File: src/rtl/cast_input_buffer.sv
// cast_input_buffer: per-VC input buffering for one NoC router port.
// Incoming flits carry a one-hot VC tag and are steered into one of VN
// circular FIFOs. Each FIFO head is exposed as an independent show-ahead
// valid/ready stream to the router core. Link ready reflects only the
// free space of the VC the current flit is tagged for.

`ifndef DW
`define DW 32
`endif
`ifndef VN
`define VN 2
`endif

module cast_input_buffer #(
   parameter int DW    = `DW,
   parameter int VN    = `VN,
   parameter int DEPTH = 4
) (
   input  logic                       clk,
   input  logic                       rst,
   input  logic [VN-1:0]              vc_i,
   input  logic [DW-1:0]              data_i,
   input  logic                       valid_i,
   output logic                       ready_o,
   output logic [DW-1:0]              data_o  [VN],
   output logic                       valid_o [VN],
   input  logic                       ready_i [VN],
   output logic [$clog2(DEPTH):0]     count_o [VN],
   output logic                       err_o
);

   // Index width into one FIFO and pointer width including the wrap bit.
   localparam int AW = $clog2(DEPTH);
   localparam int PW = AW + 1;

   // True when exactly one bit of the tag is set.
   function automatic logic is_onehot(input logic [VN-1:0] v);
      return (v != '0) && ((v & (v - VN'(1))) == '0);
   endfunction

   logic          vc_onehot;
   logic [VN-1:0] full_vec;
   logic [VN-1:0] empty_vec;
   logic [VN-1:0] push_vec;
   logic [VN-1:0] pop_vec;

   assign vc_onehot = is_onehot(vc_i);

   // Link ready: a well-formed tag whose VC still has room. A full VC stays
   // not-ready even if it is being popped this cycle (no full-bypass), which
   // keeps this path purely vc_i -> full flags.
   assign ready_o = vc_onehot & ~|(vc_i & full_vec);

   genvar v;
   generate
      for (v = 0; v < VN; v++) begin : g_vc
         logic [PW-1:0] wptr;
         logic [PW-1:0] rptr;
         logic [DW-1:0] mem [DEPTH];

         assign empty_vec[v] = (wptr == rptr);
         assign full_vec[v]  = (wptr[AW-1:0] == rptr[AW-1:0]) &&
                               (wptr[AW] != rptr[AW]);

         // Only the tagged VC can take the flit; ready_o already guarantees
         // the tag is one-hot and that VC has space.
         assign push_vec[v] = valid_i & ready_o & vc_i[v];
         assign pop_vec[v]  = ~empty_vec[v] & ready_i[v];

         // Pointer update; reset discards buffered flits and wins over any
         // push or pop in the same cycle.
         always_ff @(posedge clk) begin
            if (rst) begin
               wptr <= '0;
               rptr <= '0;
            end else begin
               if (push_vec[v]) wptr <= wptr + PW'(1);
               if (pop_vec[v])  rptr <= rptr + PW'(1);
            end
         end

         // Flit storage; contents are never reset, only the pointers are.
         always_ff @(posedge clk) begin
            if (push_vec[v] && !rst) mem[wptr[AW-1:0]] <= data_i;
         end

         // Show-ahead head; meaningless when empty, but valid_o depends only
         // on the pointers so stale storage never leaks into it.
         assign data_o[v]  = mem[rptr[AW-1:0]];
         assign valid_o[v] = ~empty_vec[v];
         assign count_o[v] = wptr - rptr;
      end
   endgenerate

   // Sticky protocol error: a valid flit presented with a malformed tag.
   always_ff @(posedge clk) begin
      if (rst)                        err_o <= 1'b0;
      else if (valid_i && !vc_onehot) err_o <= 1'b1;
   end

endmodule

File: config.mk
export PLATFORM = sky130hd
export DESIGN_NAME = cast_input_buffer
export DESIGN_NICKNAME = d
export VERILOG_FILES = /design/src/rtl/cast_input_buffer.sv
export SDC_FILE = /design/constraint.sdc
export NUM_CORES = 1
export LEC_CHECK = 0
export BUFFER_PORTS_ARGS = -buffer_cell sky130_fd_sc_hd__buf_2
export CORE_MARGIN = 1.5
export CORE_UTILIZATION = 40
export CTS_CLUSTER_SIZE = 25
export DETAILED_ROUTE_END_ITERATION = 12
export PLACE_DENSITY_LB_ADDON = 0.15
export SETUP_SLACK_MARGIN = 0.2
export SYNTH_ARGS = -nofsm -noshare
export SYNTH_HDL_FRONTEND = slang
export SYNTH_SLANG_ARGS = --single-unit
File: constraint.sdc
create_clock -name clk -period 3.1 [get_ports clk]
set_clock_uncertainty 0.15 [all_clocks]
set_input_delay 0.155 -clock clk [delete_from_list [all_inputs] [get_ports clk]]
set_output_delay 0.155 -clock clk [all_outputs]
set_load 0.02 [all_outputs]
==> out/results.tsv <==
metric	value	unit
Critical Path AT	2830	ps
final setup violating endpoints	0	
Yosys top cell by area	edfxtp_1	
Post-Place Cells	904	
Critical R2R Capture	g_vc[0].mem[0][13]	
outcome	completed	
initial DRC count	267	
Nets	699	
worst skew pair latency	530	ps
Initial Utilization	0.410	
Finished Layout Cells	995	
total track usage	0.151	
Synth Flop Type	edfxtp_1	
Die H	164	um
H-Tree Level Count	1	
Ys Warns	0	
total CTS buffers	28	
Via density	4.97	
root buf cell	clkbuf_16	
minimum clock period	2740	ps
Pwr per Cell Area	683	nW/um^2
largest net degree at the start of global routing	33	
Fin Hold WS	32.8	ps
vias in the first global route	5345	
DRC Markers	0	
Post-synth EDFFs	256	
Req. time, crit path	3180	ps
Min-Delay Endpoint	g_vc[1].wptr[2]	
Core Footprint	25300	um^2
top cells by area, synth	edfxtp_1 (74%), mux4_2 (14%), dfxtp_1 (3.3%)	
top post-synthesis cells by count	edfxtp_1 (256), mux4_2 (64), dfxtp_1 (17)	
total gr overflow	0	
unrepaired setup endpoints after global routing	true	
DP HPWL	13.0	mm
Worst R2R Start	g_vc[0].wptr[0]	
Row Count	58	
Antenna Nets Post-Route	0	
first-pass GRT wire length	30.3	mm
Worst-Margin Slew	863	ps
Post-Syn Area	10400	um^2
final wirelength	19.9	mm
max frequency	365	MHz
max_cap viols	0	
cells on worst reg2reg path	6	
fraction of layout cells with a size suffix above 1	0.391	
Diodes inserted	0	
syn_area_per_cell	22.6	um^2
Post-CTS Setup Bufs	0	
CP Capture Type	flop	
slew margin rel.	0.425	
cell count after synthesis	459	
leakage	4.38	nW
first-pass iteration count of the detailed router	4	
Die X	164	um
Resized Gates After CTS	0	
placer congestion estimate	0.757	
max-slew violations	0	
antenna violations before repair	0	
crit path kind	flop to flop	
wire per inst	20.0	um
Max rail drop VDD	0.471	mV
count leader, synth	edfxtp_1	
Async SR Flop Fraction	0	
CTS clk-pin slew, worst paths	60	ps
Yosys cell types	38	
CTS Sinks	273	
Hold Startpoint	rst	
area delta synth->final	23.9	%
Max clock buf depth	3	
hold depth	3	
Tcrit/Tclk final	0.885	
syn nets	514	
synthesis-stage register bit count	273	
CTS tree	built	
Port Buf Inserts	112	
setup tns final	0	ps
CP max FO	9	
die area	26900	um^2
Layout Utilization	0.508	
critical path startpoint category	flop	
Hold Fails Final Rpt	0	
Vias	4946	
I/O pins	113	
total power	8.79	mW
reg-to-reg slack, setup	360	ps
Synth top area share	0.740	
Seq/Total Area, Yosys	0.773	
HP Class	input pin to flop	
-- layout by cell type, fill, tap and decap left out, drive strengths merged --
| cell type | instances |
|---|---|
| and4bb | 1 |
| nand2 | 9 |
| edfxtp | 256 |
| nand3b | 1 |
| dlygate4sd3 | 40 |
| a2111oi | 1 |
| and2 | 6 |
| inv | 15 |
| a211o | 3 |
| nor2b | 4 |
| mux2i | 2 |
| a21boi | 2 |
| o311ai | 2 |
| mux4 | 64 |
| ha | 14 |
| xnor2 | 4 |
| mux2 | 8 |
| o21ai | 2 |
| bufinv | 6 |
| clkinvlp | 2 |
| clkbuf | 33 |
| nor2 | 11 |
| fa | 2 |
| o2111ai | 2 |
| a31oi | 1 |
| o31ai | 2 |
| nor4bb | 1 |
| nand2b | 2 |
| clkinv | 10 |
| xor2 | 2 |
| a211oi | 2 |
| dfxtp | 17 |
| or2 | 1 |
| buf | 131 |
| a21oi | 3 |
| and3 | 3 |
-- through the flow --
stage	worst slack (ps)	instance area [um^2]
6_report	357	12900
2_1_floorplan	277	10400
5_1_grt	190	12900
3_3_place_gp	434	11500
3_5_place_dp	343	11500
4_1_cts	322	12900
-- report_power, final --
| group | internal [mW] | switching, mW |
|---|---|---|
| Sequential | 4.08 | 0.0688 |
| Clock | 2.20 | 1.32 |
| Combinational | 0.498 | 0.626 |
| Total | 6.77 | 2.02 |
-- repair_timing --
item | 4_1_cts | 5_1_grt
setup endpoints to repair | 0 | 16
hold buffers | 40 | 0
hold endpoints to repair | 270 | 0
-- worst max path at each step --
stage / start / endpoint
5_1_grt: g_vc[0].wptr[0] / g_vc[0].mem[1][18]
4_1_cts: g_vc[0].wptr[0] / g_vc[0].mem[0][14]
6_report: g_vc[0].wptr[0] / g_vc[0].mem[0][13]
3_3_place_gp: g_vc[0].wptr[0] / g_vc[0].mem[0][13]
2_1_floorplan: g_vc[0].wptr[0] / g_vc[0].mem[3][0]
3_5_place_dp: g_vc[0].wptr[0] / g_vc[0].mem[0][16]
-- kinds of logic after synthesis --
logic type | count (synthesis) | share of synthesized area
fa+ha+maj | 16 | 0.0207
xor+xnor | 6 | 0.00578
compound gates | 20 | 0.0164
flops | 273 | 0.773
mux | 74 | 0.150
simple gates | 39 | 0.0198
buf+inv | 31 | 0.0137
-- sequential cells by signal (all words and copies together) (netlist names), named ones only --
register and flops:
err_o 1, g_vc.mem 256, g_vc.rptr 6, g_vc.wptr 6
-- critical path: stages (launching register included) --
cell and delay (ps):
dfxtp_1 390, inv_1 110, ha_1 340, and2_1 270, a2111oi_2 540, and2_2 410, buf_4 240
-- per-layer routing --
| layer | global-route usage | routed length, um |
|---|---|---|
| met4 | 0.0393 | 364 |
| met5 | 0 | 0 |
| met2 | 0.260 | 10100 |
| met3 | 0.0265 | 927 |
| met1 | 0.198 | 8580 |
-- layout make-up --
cell class / instances / area (um^2)
fill: 2075 / 12500
sequential: 273 / 8030
multi-input combinational: 155 / 2230
timing repair buffer: 171 / 1150
clock buffer: 33 / 741
tap: 330 / 413
clock inverter: 18 / 240
inverter: 15 / 56.3
No activity file was read; power rests on OpenSTA's default activity.
